File: src/rtl/fetch_unit.sv
// rtl/fetch_unit.sv - instruction fetch stage: PC, one-outstanding imem request channel, IF/ID register
// Optional feature macro: FETCH_PERF_CNT_EN (adds perf_fetched / perf_dropped counters)
module fetch_unit #(
  parameter logic [31:0] RESET_PC = 32'h0000_0000
) (
  input  logic        clk,
  input  logic        resetn,
  input  logic        StallF,
  input  logic        StallD,
  input  logic        FlushD,
  input  logic        PCSrcE,
  input  logic [31:0] PCTargetE,
  output logic        imem_req_valid,
  input  logic        imem_req_ready,
  output logic [31:0] imem_req_addr,
  input  logic        imem_rsp_valid,
  input  logic [31:0] imem_rsp_data,
  output logic [31:0] InstrD,
  output logic [31:0] PCD,
  output logic [31:0] PCPlus4D,
  output logic        ValidD
`ifdef FETCH_PERF_CNT_EN
  ,
  output logic [31:0] perf_fetched,
  output logic [31:0] perf_dropped
`endif
);

  localparam logic [31:0] NOP = 32'h0000_0013;

  typedef enum logic [1:0] {REQ, WAIT, HOLD, DROP} state_t;

  state_t      state;
  logic [31:0] pcf;
  logic [31:0] hold_data;
  logic [31:0] hold_pc;
  logic        accept;
  logic        deliver;
  logic        discard;
  logic [31:0] deliver_data;
  logic [31:0] deliver_pc;

  assign imem_req_valid = (state == REQ) && !StallF;
  assign imem_req_addr  = pcf;
  assign accept         = imem_req_valid && imem_req_ready;

  // A redirect always beats delivery: the returning word belongs to the old path.
  always_comb begin
    deliver      = 1'b0;
    discard      = 1'b0;
    deliver_data = imem_rsp_data;
    deliver_pc   = pcf;
    case (state)
      WAIT: begin
        if (imem_rsp_valid) begin
          if (PCSrcE)       discard = 1'b1;
          else if (!StallD) deliver = 1'b1;
        end
      end
      HOLD: begin
        deliver_data = hold_data;
        deliver_pc   = hold_pc;
        if (PCSrcE)       discard = 1'b1;
        else if (!StallD) deliver = 1'b1;
      end
      DROP:    discard = imem_rsp_valid;
      default: ;
    endcase
  end

  always_ff @(posedge clk or negedge resetn) begin
    if (!resetn) begin
      state     <= REQ;
      pcf       <= RESET_PC;
      hold_data <= 32'h0;
      hold_pc   <= 32'h0;
    end else begin
      case (state)
        REQ: begin
          if (PCSrcE) begin
            pcf <= PCTargetE;
            if (accept) state <= DROP;
          end else if (accept) begin
            state <= WAIT;
          end
        end
        WAIT: begin
          if (PCSrcE) begin
            pcf   <= PCTargetE;
            state <= imem_rsp_valid ? REQ : DROP;
          end else if (imem_rsp_valid) begin
            if (StallD) begin
              hold_data <= imem_rsp_data;
              hold_pc   <= pcf;
              state     <= HOLD;
            end else begin
              pcf   <= pcf + 32'd4;
              state <= REQ;
            end
          end
        end
        HOLD: begin
          if (PCSrcE) begin
            pcf   <= PCTargetE;
            state <= REQ;
          end else if (!StallD) begin
            pcf   <= pcf + 32'd4;
            state <= REQ;
          end
        end
        DROP: begin
          if (PCSrcE)         pcf   <= PCTargetE;
          if (imem_rsp_valid) state <= REQ;
        end
        default: state <= REQ;
      endcase
    end
  end

  // Flush keeps PCD/PCPlus4D; only the instruction and valid bit are bubbled.
  always_ff @(posedge clk or negedge resetn) begin
    if (!resetn) begin
      InstrD   <= NOP;
      PCD      <= 32'h0;
      PCPlus4D <= 32'h0;
      ValidD   <= 1'b0;
    end else if (FlushD) begin
      InstrD <= NOP;
      ValidD <= 1'b0;
    end else if (StallD) begin
      ValidD <= ValidD;
    end else if (deliver) begin
      InstrD   <= deliver_data;
      PCD      <= deliver_pc;
      PCPlus4D <= deliver_pc + 32'd4;
      ValidD   <= 1'b1;
    end else begin
      InstrD <= NOP;
      ValidD <= 1'b0;
    end
  end

`ifdef FETCH_PERF_CNT_EN
  always_ff @(posedge clk or negedge resetn) begin
    if (!resetn) begin
      perf_fetched <= 32'h0;
      perf_dropped <= 32'h0;
    end else begin
      if (deliver) perf_fetched <= perf_fetched + 32'd1;
      if (discard) perf_dropped <= perf_dropped + 32'd1;
    end
  end
`endif

endmodule

File: config.mk
export PLATFORM = sky130hd
export DESIGN_NAME = fetch_unit
export DESIGN_NICKNAME = d
export VERILOG_FILES = /design/src/rtl/fetch_unit.sv
export SDC_FILE = /design/constraint.sdc
export NUM_CORES = 1
export LEC_CHECK = 0
export BUFFER_PORTS_ARGS = -buffer_cell sky130_fd_sc_hd__buf_4
export CAP_MARGIN = 10
export CORE_MARGIN = 2
export CORE_UTILIZATION = 40
export DETAILED_ROUTE_END_ITERATION = 7
export GPL_TIMING_DRIVEN = 0
export SLEW_MARGIN = 20
export SYNTH_ARGS = -nofsm -noshare
export SYNTH_HDL_FRONTEND = slang
export SYNTH_SLANG_ARGS = --single-unit
File: constraint.sdc
create_clock -name clk -period 7.1 [get_ports clk]
set_input_delay 0.71 -clock clk [delete_from_list [all_inputs] [get_ports clk]]
set_output_delay 0.71 -clock clk [all_outputs]
set_load 0.1 [all_outputs]
==> reports/qor.csv <==
metric;value;unit
status;finished clean;
Yosys top cell by area;dfrtp_1;
die width;158.9;µm
max-cap check violation count;0;
WL met3;1477;µm
initial antenna violation count;0;
crit-path max FO;10;
final critical-path share of the clock period;51.66;%
CP dominant cell by count;buf_2;
crit-path cells;inv_1 -> ha_1 -> buf_6 -> buf_2 -> buf_2 -> buf_2 -> mux2_2 -> ha_1 -> nand4b_1 -> nand2_1 -> nand4_1 -> buf_2 -> o211ai_1 -> o311ai_0;
number of flops mapped to enable cells by yosys;0;
die area;0.02526;mm²
HP Class;input pin to async pin;
FF/Latch Area;0.004833;mm²
CTS Buffer Depth;2;
All-Layer GR Usage;23.59;%
WL/cell;19.69;µm
post-synth top area share;49.51;%
Via density;5.504;
register clock-pin slew on the reported worst setup and hold paths;80;ps
register area share after synthesis;50.33;%
CTS Hold Bufs;0;
Syn Std Cell Area;0.009603;mm²
clock root buffer;clkbuf_16;
Detailed Routing Iterations Pass 1;5;
setup tns final;0;ps
commonest non-fill, non-tap cell in the layout;buf_4;
gpl congestion;0.9303;
WP data arrival;3960;ps
worst path required time;7400;ps
P&R area growth vs syn;26.81;%
Synthesized Nets;1018;
drt drc;0;
IO buf count;200;
Worst setup EP type;flip-flop;
Setup CP Type;flip-flop to flip-flop;
Synth cell types;67;
Crit-path slowest cell;dfrtp_1;
Worst-Skew Late Latency;440;ps
post-synthesis cell count;939;
Max Fclk;272.6;MHz
IO Count;202;
worst stage delay on the critical path;420;ps
number of synthesis warnings;0;
Post-synth ARST share;100.0;%
antenna viol nets, final;0;
post-CTS setup buffer count;0;
vias in the first global route;8208;
Top Layer Used;met4;
Top delay family on crit path;buffers and inverters;
Post-CTS Resized;0;
CTS Sinks;193;
TritonCTS clock tree;built;
nets;1239;
first-pass GRT wire length;47230;µm
total CTS buffers;17;
area used by multi-input combinational logic;0.004404;mm²
Synth Flop Type;dfrtp_1;
placed wire-length estimate;22200;µm
metal2 WL;13250;µm
share of layout cells above drive strength 1;29.41;%
Mapped Avg Cell Area;10.23;µm²
critical path launch point type;flip-flop;
synthesis-stage register bit count;193;
largest net degree at the start of global routing;95;
Core Box Area;0.02354;mm²
Setup Skew;11.34;ps
total number of H-tree levels;4;
grt ovf;0;
drt total wl;29380;µm
initial core utilization;40.79;%
met1 WL;14190;µm
final setup vio count;0;
number of diodes;0;
chip height;158.9;µm
fin crit period;3668;ps
drt first-iter violations;612;
worst slew pin tran;798.1;ps
Max Slew Vio Count;0;
Rows;56;
RSZ-0062 raised after global routing;no;
filler cell count;2265;
relative slew slack;46.30;%
most frequent cells in the layout;203 x buf_4, 190 x dfrtp_1, 145 x nand2_1, 100 x o21ai_0, 68 x mux2_2;
Hold Vio Cnt, Final;0;
vias;8212;
CP bufs+invs;6;
top cells by area, synth;dfrtp_1 50%, mux2_2 8.0%, mux2i_1 6.4%;
==> flip-flops by register name, indices dropped and copies added (netlist names) <==
register       flops
hold_data         32
PCPlus4D          30
imem_req_addr     32
PCD               32
ValidD             1
InstrD            32
state              2
hold_pc           32
==> worst reg2reg max path: stages, from the launching register on <==
cell and delay, ps:
dfrtp_1 420, inv_1 120, ha_1 180, buf_6 160, buf_2 230, buf_2 280, buf_2 320, mux2_2 280
ha_1 270, nand4b_1 200, nand2_1 200, nand4_1 240, buf_2 300, o211ai_1 190, o311ai_0 140
==> metrics by stage <==
step                utilization [%]  cell area (µm²)  instances  worst slack [ps]  hold slack (ps)
floorplan                         -             9603        939              4245            414.4
global placement              48.86            11500       1458              3528            461.9
detailed placement            49.13            11570       1460              3446            467.6
CTS                           51.73            12180       1492              3422            94.84
global route                  51.73            12180       1492              3221            99.99
finish                        51.73            12180       1492              3432            103.6
==> cell usage after synthesis (all sizes together) (4+ instances only) <==
cell,instances
a22oi,6
o21ai,100
mux2,69
o22a,5
nor2,28
nand4,19
a21oi,36
nand3b,8
and4,6
o22ai,6
o32ai,4
or3,8
xor2,7
and2,4
a31oi,8
clkbuf,37
o21a,5
nor3,8
dfrtp,190
o311ai,6
inv,9
nand2b,5
xnor2,11
nor4,12
a221o,5
nor2b,6
nand2,145
ha,7
nand3,27
buf,35
mux2i,61
o31ai,6
a21o,8
==> logic make-up (layout without fill, tap and decap cells) <==
family	Yosys count	after routing	synth area share (%)
AOI/OAI and AO/OA	217	217	13.93
xor gates and xnor gates	18	18	1.642
adders and majority gates	7	7	0.9120
buffers and inverters	81	315	3.805
DFF	193	193	50.33
muxes	130	130	14.49
and+or+nand+nor	293	293	14.89
==> area by class of cell <==
cell class,count,area share [%]
flip-flops and latches,193,39.69
clock buffers,17,3.493
plain buffers,72,2.723
repair buffers,202,12.84
inverters,9,0.2774
clock inverters,15,1.531
well taps,319,3.278
multi-input cells,665,36.17
==> worst paths after layout <==
path,slack (ps),from,end,cells after the start
worst max-delay path,3430,state[0],PCPlus4D[20],14
worst min-delay path,100,resetn,imem_req_addr[8],1
worst max register to register,3430,state[0],PCPlus4D[20],14
worst min register to register,480,PCPlus4D[3],PCPlus4D[3],2
max in group asynchronous,5900,resetn,hold_data[19],3
min in group clk,470,PCTargetE[26],imem_req_addr[26],3
==> layer usage <==
layer	vias to the layer above	track usage, %
met2	287	36.40
li1	3834	-
met5	-	0
met4	0	6.405
met1	4058	34.81
met3	33	3.464
Power is not shown: default switching activity piles up to over one toggle a cycle in this logic, so the estimate is an artifact.
